==> config.mk <==
export PLATFORM = sky130hd
export DESIGN_NAME = regfile_wb_arbiter
export DESIGN_NICKNAME = d
export VERILOG_FILES = /design/src/rtl/regfile_wb_arbiter_pkg.sv /design/src/rtl/regfile_wb_arbiter_rr_arbiter.sv /design/src/rtl/regfile_wb_arbiter.sv
export SDC_FILE = /design/constraint.sdc
export NUM_CORES = 1
export LEC_CHECK = 0
export CELL_PAD_IN_SITES_DETAIL_PLACEMENT = 2
export CELL_PAD_IN_SITES_GLOBAL_PLACEMENT = 2
export CORE_MARGIN = 8
export CORE_UTILIZATION = 20
export DETAILED_ROUTE_END_ITERATION = 12
export GPL_TIMING_DRIVEN = 0
export HOLD_SLACK_MARGIN = 0.1
export PLACE_DENSITY = 0.88
export SYNTH_ARGS = -nofsm -noshare
export SYNTH_HDL_FRONTEND = slang
export SYNTH_HIERARCHICAL = 1
export SYNTH_SLANG_ARGS = --single-unit
==> constraint.sdc <==
create_clock -name clk -period 6.4 [get_ports clk]
set_clock_uncertainty 0.15 [all_clocks]
set_input_delay 1.28 -clock clk [delete_from_list [all_inputs] [get_ports clk]]
set_output_delay 1.28 -clock clk [all_outputs]
set_load 0.02 [all_outputs]
==> src/rtl/regfile_wb_arbiter_pkg.sv <==
// Shared types and constants for the register-file write-back arbiter.
// Latency: none (declarations only).
// Backpressure: none (declarations only).
package regfile_wb_arbiter_pkg;

  localparam int REG_ADDR_W = 5;
  localparam int XLEN       = 32;
  localparam int NUM_REGS   = 32;

  typedef logic [REG_ADDR_W-1:0] reg_addr_t;
  typedef logic [XLEN-1:0]       xlen_t;

  // r0 is the hard-wired zero register when ZERO_HARD is set
  localparam reg_addr_t ZERO_REG = '0;

  // One write-back request as seen by the register-file port
  typedef struct packed {
    reg_addr_t waddr;
    xlen_t     wdata;
    logic      upper;
  } wb_req_t;

  // One-hot decode of a register address, used for the hazard mask
  function automatic logic [NUM_REGS-1:0] addr_onehot(input reg_addr_t a);
    logic [NUM_REGS-1:0] m;
    m    = '0;
    m[a] = 1'b1;
    return m;
  endfunction

endpackage

==> src/rtl/regfile_wb_arbiter_rr_arbiter.sv <==
// Round-robin arbiter: one-hot grant to the first request after the last grant.
// Latency: purely combinational, grant in the same cycle as the request.
// Backpressure: none; the pointer is held by the parent and only moves on a transfer.
module rr_arbiter #(
  parameter int N     = 3,
  parameter int IDX_W = $clog2(N)
) (
  input  logic [N-1:0]     req_i,
  input  logic [IDX_W-1:0] last_i,
  output logic [N-1:0]     gnt_o,
  output logic [IDX_W-1:0] idx_o,
  output logic             any_o
);

  int   cand;
  logic found;

  // Scan from last_i+1 with wrap-around; the first asserted request wins
  always_comb begin
    gnt_o = '0;
    idx_o = last_i;
    found = 1'b0;
    cand  = 0;
    for (int off = 1; off <= N; off++) begin
      cand = (int'(last_i) + off) % N;
      if (!found && req_i[cand]) begin
        found       = 1'b1;
        gnt_o[cand] = 1'b1;
        idx_o       = IDX_W'(cand);
      end
    end
    any_o = found;
  end

endmodule

==> src/rtl/regfile_wb_arbiter.sv <==
// Shares the register-file write port among NUM_REQ requesters, round-robin.
// Latency: 1 cycle from accepted request to rf_* outputs.
// Backpressure: none downstream; one valid requester is always accepted per cycle.
module regfile_wb_arbiter
  import regfile_wb_arbiter_pkg::*;
#(
  parameter int NUM_REQ   = 3,
  parameter bit ZERO_HARD = 1'b1
) (
  input  logic                          clk,
  input  logic                          rst,
  input  logic [NUM_REQ-1:0]            req_valid,
  output logic [NUM_REQ-1:0]            req_ready,
  input  logic [REG_ADDR_W*NUM_REQ-1:0] req_waddr,
  input  logic [XLEN*NUM_REQ-1:0]       req_wdata,
  input  logic [NUM_REQ-1:0]            req_upper,
  output logic [REG_ADDR_W-1:0]         rf_waddr,
  output logic [XLEN-1:0]               rf_wdata,
  output logic                          rf_wren,
  output logic                          rf_upper,
  output logic [NUM_REGS-1:0]           pend_mask,
  output logic [$clog2(NUM_REQ)-1:0]    last_grant
);

  localparam int IDX_W = $clog2(NUM_REQ);

  logic [NUM_REQ-1:0] gnt;
  logic [IDX_W-1:0]   gnt_idx;
  logic               any_vld;
  logic               xfer;
  wb_req_t            sel;

  wb_req_t          stage_d, stage_q;
  logic             wren_d, wren_q;
  logic [IDX_W-1:0] last_d, last_q;

  rr_arbiter #(
    .N     (NUM_REQ),
    .IDX_W (IDX_W)
  ) u_arb (
    .req_i  (req_valid),
    .last_i (last_q),
    .gnt_o  (gnt),
    .idx_o  (gnt_idx),
    .any_o  (any_vld)
  );

  // No requester is accepted while reset is held
  assign req_ready = rst ? '0 : gnt;
  assign xfer      = any_vld & ~rst;

  // Pick the granted requester's address, data and upper flag
  always_comb begin
    sel       = '0;
    sel.waddr = req_waddr[int'(gnt_idx)*REG_ADDR_W +: REG_ADDR_W];
    sel.wdata = req_wdata[int'(gnt_idx)*XLEN +: XLEN];
    sel.upper = req_upper[gnt_idx];
  end

  // Load the output stage on a transfer; r0 writes are swallowed when hard-wired
  always_comb begin
    stage_d = stage_q;
    wren_d  = 1'b0;
    last_d  = last_q;
    if (xfer) begin
      stage_d = sel;
      wren_d  = !(ZERO_HARD && (sel.waddr == ZERO_REG));
      last_d  = gnt_idx;
    end
  end

  // Output register and grant pointer; reset drops any in-flight write
  always_ff @(posedge clk or posedge rst) begin
    if (rst) begin
      stage_q <= '0;
      wren_q  <= 1'b0;
      last_q  <= IDX_W'(NUM_REQ - 1);
    end else begin
      stage_q <= stage_d;
      wren_q  <= wren_d;
      last_q  <= last_d;
    end
  end

  assign rf_waddr   = stage_q.waddr;
  assign rf_wdata   = stage_q.wdata;
  assign rf_upper   = stage_q.upper;
  assign rf_wren    = wren_q;
  assign last_grant = last_q;

  // Hazard mask follows the write actually issued this cycle
  assign pend_mask = wren_q ? addr_onehot(stage_q.waddr) : '0;

endmodule

=== Word-level counts from Yosys, hierarchy flattened ===
Cells that the tools add are included.

* Bits of input ports: 119
* Bits in registers: 41
* Output and inout port bits: 76
* Word-level logic and storage cells: 68

* Multiply operators: 1
* Mux-type cells: 31
* Bitwise gates (word level): 4
* $lt $le $gt $ge: 9
* Add/sub/neg operators: 3
* Divide/modulo/power cells: 3
* Reductions and logical operators: 10
* Shift operators: 2

{| class="wikitable"
|+ Operators with widths
! operator !! count
|-
| >= comparator 32 x 1 -> 1 bit, second input constant || 3
|-
| less-than comparator 32 x 4 -> 1 bit, second input constant || 3
|-
| remainder unit 32 x 3 -> 32 bit, second input constant || 3
|-
| variable part select 96 x 8 -> 32 bit || 1
|-
| 2-to-1 mux 32 bit || 1
|-
| 2-to-1 mux 1 bit || 15
|-
| variable part select 15 x 6 -> 5 bit || 1
|-
| 2-to-1 mux 3 bit || 4
|-
| binary-select mux 1 bit (select 2 bit) || 4
|-
| adder 2 x 2 -> 3 bit, second input constant || 2
|-
| demux 1 bit (select 2 bit) || 3
|-
| logical AND 1 bit || 6
|-
| less-than comparator 5 x 6 -> 1 bit, second input constant || 1
|-
| 2-to-1 mux 2 bit || 3
|-
| OR 3 bit || 2
|-
| demux 1 bit (select 5 bit) || 1
|-
| >= comparator 5 x 1 -> 1 bit, second input constant || 1
|-
| logical NOT 5 bit || 1
|-
| multiplier 2 x 3 -> 5 bit, second input constant || 1
|-
| adder 2 x 1 -> 3 bit, second input constant || 1
|-
| logical NOT 1 bit || 3
|-
| less-than comparator 2 x 3 -> 1 bit, second input constant || 1
|-
| AND 1 bit || 1
|-
| inverter 1 bit || 1
|}

=== Logic depth before layout (Yosys ltp) ===
* Depth in word-level cells: 17
* Depth in mapped cells: 14
* Gate-level depth less buffers: 10

=== By module ===
Netlist, hierarchy kept.

{| class="wikitable"
|+ Modules (own cells, without submodules)
! module !! times used !! sequential area each (um^2) !! cells an instance !! area an instance (um^2)
|-
| regfile_wb_arbiter || 1 || 1027.2 || 308 || 2532.4
|-
| rr_arbiter || 1 || 0.0 || 42 || 329.1
|}

=== Worst setup path before layout ===
OpenSTA, ideal clock, no wires.

* Path kind: input-to-output
* From: input port req_valid[1]
* To: output port req_ready[0]
* Stages: 5
* Data required time: 4.970 ns
* Buffers on the path: 0
* Data arrival time: 2.379 ns
* Slack: 2.591 ns
* Cell sequence: mux2i_1 > o22ai_4 > nor3_2 > a221o_1 > nor2b_1

* Word-level cells in the longest chain between the ends: 11
* Elaborated cells on any way between the ends: 21
* Those cells by class: mux: 15; bitwise: 2; reduce/logical: 4

{| class="wikitable"
|+ RTL lines
! what !! line !! RTL
|-
| from (decl) || regfile_wb_arbiter.sv:12 || <nowiki>input logic [NUM_REQ-1:0] req_valid,</nowiki>
|-
| binary-select mux 1 bit (select 2 bit) || regfile_wb_arbiter_rr_arbiter.sv:26 || <nowiki>if (!found && req_i[cand]) begin</nowiki>
|-
| 2-to-1 mux 1 bit (not written as such) (2 in a row) || regfile_wb_arbiter_rr_arbiter.sv:26 ||
|-
| 2-to-1 mux 1 bit || regfile_wb_arbiter_rr_arbiter.sv:26 ||
|-
| logical NOT 1 bit || regfile_wb_arbiter_rr_arbiter.sv:26 ||
|-
| logical AND 1 bit || regfile_wb_arbiter_rr_arbiter.sv:26 ||
|-
| 2-to-1 mux 1 bit || regfile_wb_arbiter_rr_arbiter.sv:26 ||
|-
| logical NOT 1 bit || regfile_wb_arbiter_rr_arbiter.sv:26 ||
|-
| logical AND 1 bit || regfile_wb_arbiter_rr_arbiter.sv:26 ||
|-
| 2-to-1 mux 3 bit * || regfile_wb_arbiter_rr_arbiter.sv:26 ||
|-
| via gnt[0] || regfile_wb_arbiter.sv:27 || <nowiki>logic [NUM_REQ-1:0] gnt;</nowiki>
|-
| 2-to-1 mux 3 bit * || regfile_wb_arbiter.sv:49 || <nowiki>assign req_ready = rst ? '0 : gnt;</nowiki>
|-
| to (decl) || regfile_wb_arbiter.sv:13 || <nowiki>output logic [NUM_REQ-1:0] req_ready,</nowiki>
|}

The timed path passes the listed nets; every way through them passes the cells marked *. The select of a mux whose other input is x is not followed.

=== Worst setup path in the final report ===
Ends and elaborated chain as after synthesis.

==> impl_metrics.py <==
metrics = {
    "run_status": {
        "status": "completed",
    },
    "placement": {
        "place_worst_setup_slack_ns": 1.418,
        "dpl-instance-area_sq_um": 5049,
        "port_buffers": 194,
        "gp_routability_congestion": 0.7496,
        "dp.final_hpwl_mm": 12.17,
    },
    "final_layout": {
        "area_delta_synth_final_pct": 81.59,
        "insertedDiodeCount": 0,
        "finish.utilization": 0.3729,
        "finish.instance_area_sq_um": 5196,
        "number_of_nets_in_the_finished_design": 675,
        "fill_cells": 1587,
        "layout-drive-gt1-share": 0.06872,
        "multiInputGateArea_sq_um": 1652,
        "seq_area_sq_um": 1027,
    },
    "die": {
        "initial_utilization": 0.2054,
        "die_h_um": 135.6,
        "rows": 43,
        "horizontal_die_dimension_um": 135.6,
        "io_pins": 195,
        "floorplan.die_area_sq_um": 18390,
        "core_area_sq_um": 13930,
    },
    "power_and_ir_drop": {
        "p_switching_w": 0.001382,
        "power_leakage_nw": 2.063,
        "clock_power_share": 0.092,
        "internal_power_w": 0.001413,
        "power_per_cell_area_nw_per_um2": 537.7,
        "switching_share": 0.4945,
        "vdd_drop_max_uv": 175.1,
        "combPwrFrac": 0.740,
        "seq_power_share": 0.169,
    },
    "yosys": {
        "yosys_most_used_dff": "sky130_fd_sc_hd__dfrtp_1",
        "syn-num-nets": 473,
        "synth_enable_flop_cells": 0,
        "synth.largest_area_cell": "sky130_fd_sc_hd__dfrtp_1",
        "synth_area_sq_um": 2861,
        "yosys.cell_types.count": 46,
        "synth_top_area_share": 0.3498,
        "postSynth.asyncResetShare": 1.000,
        "synthTopCellsByArea": "sky130_fd_sc_hd__dfrtp_1, sky130_fd_sc_hd__mux2i_1, sky130_fd_sc_hd__nor2_1, sky130_fd_sc_hd__a21oi_1, sky130_fd_sc_hd__nand2_1",
        "yosys_register_bits": 41,
        "synth_seq_area_share": 0.3590,
        "ys.warnings.count": 6,
        "syn_area_per_cell_sq_um": 8.176,
        "syn-instance-count": 350,
    },
    "timing": {
        "timing.setup.tns_ns": 0,
        "unrepaired_setup_endpoints_after_global_routing": "no",
        "max_slew.worst_pin.slew_ns": 0.5734,
        "worst_slack_ns": 1.465,
        "final.min_clock_period_ns": 4.935,
        "clock.fmax_mhz": 202.6,
        "setup-violations-final": 0,
        "timing.max_slew.rel_slack": 0.6177,
        "timing.final.crit_share": 0.7711,
        "report.final.hold_viol_count": 0,
        "pins_over_slew_limit": 0,
    },
    "clock_tree": {
        "post_cts_hold_buffer_count": 0,
        "cts_post_setup_buffers_inserted": 0,
        "h-tree-depth": 2,
        "cts_num_sinks": 41,
        "clkTransAtPathRegs_ns": 0.06,
        "cts_resized": 0,
        "clk_latency_ns": 0.29,
        "cts_tree": "yes",
        "cts_root_buffer": "sky130_fd_sc_hd__clkbuf_16",
        "numCtsBuffers": 5,
        "cts.path.max_buffers": 2,
    },
    "min_path": {
        "hold_path.class": "reg -> reg",
        "worstHoldPathCells": 2,
        "hold_start": "rf_wdata[9]",
        "min_delay_worst_endpoint": "rf_wdata[9]",
    },
    "detailed_routing": {
        "detail_route.drc_violations": 0,
        "viasPerCell": 4.588,
        "wl_per_cell_um": 19.62,
        "postRouteWirelength_mm": 14.38,
        "via_count": 3363,
        "drt_first_iter_violations": 42,
        "drt.antenna.violating_nets": 0,
        "drt_first_pass_iters": 4,
    },
    "setup_path": {
        "cp_data_required_time_ns": 4.97,
        "rr_startpoint": "last_grant[0]",
        "r2r.worst_path.cells": 11,
        "start_kind": "input pin",
        "type_of_the_setup_path_with_the_least_slack": "in -> out",
        "r2r_slack_ns": 2.96,
        "worst-path-max-fanout": 7,
        "cp_data_arrival_time_ns": 3.50,
        "worst_r2r_endpoint": "rf_wren",
        "setup.worst_path.end_class": "output port",
    },
    "global_route": {
        "first_global_vias": 3921,
        "grt_first_pass_wirelength_mm": 21.99,
        "pin_count_of_the_biggest_net_entering_global_routing": 26,
        "grt_antenna_before_repair": 0,
        "overflow": 0,
        "grtUsageTotal": 0.1538,
    },
    "run": {
        "max_cap_viol_count": 0,
    },
}
## synthesized netlist by cell type, types with 2 or more instances
library cell / number
sky130_fd_sc_hd__ha_1: 4
sky130_fd_sc_hd__nor4bb_1: 2
sky130_fd_sc_hd__nand3_1: 4
sky130_fd_sc_hd__clkbuf_1: 7
sky130_fd_sc_hd__o22a_1: 2
sky130_fd_sc_hd__buf_4: 7
sky130_fd_sc_hd__inv_1: 5
sky130_fd_sc_hd__buf_2: 6
sky130_fd_sc_hd__a21oi_1: 38
sky130_fd_sc_hd__mux2i_1: 41
sky130_fd_sc_hd__o211a_1: 2
sky130_fd_sc_hd__nand3b_1: 5
sky130_fd_sc_hd__dfrtp_1: 40
sky130_fd_sc_hd__nand2_1: 44
sky130_fd_sc_hd__o21ai_1: 30
sky130_fd_sc_hd__nor2b_1: 3
sky130_fd_sc_hd__mux2_2: 4
sky130_fd_sc_hd__nor2_1: 70
sky130_fd_sc_hd__or3b_1: 3
sky130_fd_sc_hd__o21ai_0: 7
## through the flow
step,instances,total power [W],hold slack (ns)
after CTS,733,0.002870,0.3400
after floorplan,350,0.001780,0.4398
final,733,0.002794,0.3316
after global routing,733,0.003030,0.3731
after detailed placement,725,0.002601,0.3288
after global placement,724,0.002486,0.3153
## worst max-delay path, cell delays in order
cell	delay [ns]
sky130_fd_sc_hd__clkdlybuf4s50_1	0.53
sky130_fd_sc_hd__mux2i_1	0.29
sky130_fd_sc_hd__o22ai_4	0.13
sky130_fd_sc_hd__nor3_2	0.32
sky130_fd_sc_hd__a221o_1	0.21
sky130_fd_sc_hd__nor2b_1	0.12
sky130_fd_sc_hd__clkdlybuf4s50_1	0.62
## state kept, by name, indices dropped and copies added (netlist names)
register and flops:
rf_wren 1, rf_waddr 5, rf_wdata 32, rf_upper 1, last_grant 2
## placed cells by master (no fill, tap or decap), drive strengths merged, types with 2 or more instances in the layout
| cell | Yosys | layout |
|---|---|---|
| clkdlybuf4s50 | 0 | 194 |
| nor2 | 70 | 70 |
| nand2 | 44 | 44 |
| mux2i | 41 | 41 |
| dfrtp | 40 | 40 |
| a21oi | 38 | 38 |
| o21ai | 37 | 37 |
| buf | 17 | 18 |
| clkbuf | 8 | 13 |
| nand3b | 5 | 5 |
| inv | 5 | 5 |
| mux2 | 4 | 4 |
| nand3 | 4 | 4 |
| ha | 4 | 4 |
| nor2b | 4 | 4 |
| or3b | 3 | 3 |
| clkinvlp | 0 | 3 |
| o22a | 2 | 2 |
| o211a | 2 | 2 |
| nor4bb | 2 | 2 |
| a211oi | 2 | 2 |
| o22ai | 2 | 2 |
## power groups by stage
stage / logic [W] / clock network (W) / registers (W)
final: 0.00207 / 0.000256 / 0.000471
after global routing: 0.00226 / 0.000276 / 0.000491
after CTS: 0.00213 / 0.000267 / 0.000474
after detailed placement: 0.00212 / 0 / 0.000478
after global placement: 0.00202 / 0 / 0.000466
after floorplan: 0.00117 / 0 / 0.000609
## how the worst max path moves through the flow
stage / startpoint / endpoint / slack [ns] / depth (start not counted)
3_3_place_gp: req_valid[1] / req_ready[0] / 1.49 / 7
6_report: req_valid[1] / req_ready[0] / 1.47 / 7
3_5_place_dp: req_valid[1] / req_ready[0] / 1.42 / 7
4_1_cts: req_valid[1] / req_ready[0] / 1.42 / 7
2_1_floorplan: req_valid[1] / req_ready[0] / 2.59 / 5
5_1_grt: req_valid[1] / req_ready[0] / 1.26 / 7
## layout make-up
type,instances,share of cell area
Tap cell,180,0.04334
Clock inverter,3,0.004334
Inverter,5,0.003612
Clock buffer,5,0.02408
Timing Repair Buffer,195,0.3776
Sequential cell,41,0.1977
Multi-Input combinational cell,279,0.3178
Buffer,25,0.03154
## kinds of logic (layout without fill, tap and decap cells)
kind of cell,Yosys count,count (layout),synth area share
adder cells (fa/ha/maj),4,4,0.01749
multiplexers,45,45,0.1592
buffers and inverters,30,233,0.06384
flip-flops,41,41,0.3590
AND/OR/NAND/NOR,137,137,0.2081
AO/OA/AOI/OAI,93,93,0.1924
## per-layer routing
| layer | GRT usage | routed length (um) |
|---|---|---|
| met5 | 0 | 0 |
| met4 | 0.03208 | 130 |
| met3 | 0.05527 | 1303 |
| met2 | 0.2861 | 7563 |
| met1 | 0.1615 | 5380 |
No activity file was read; power rests on OpenSTA's default activity.
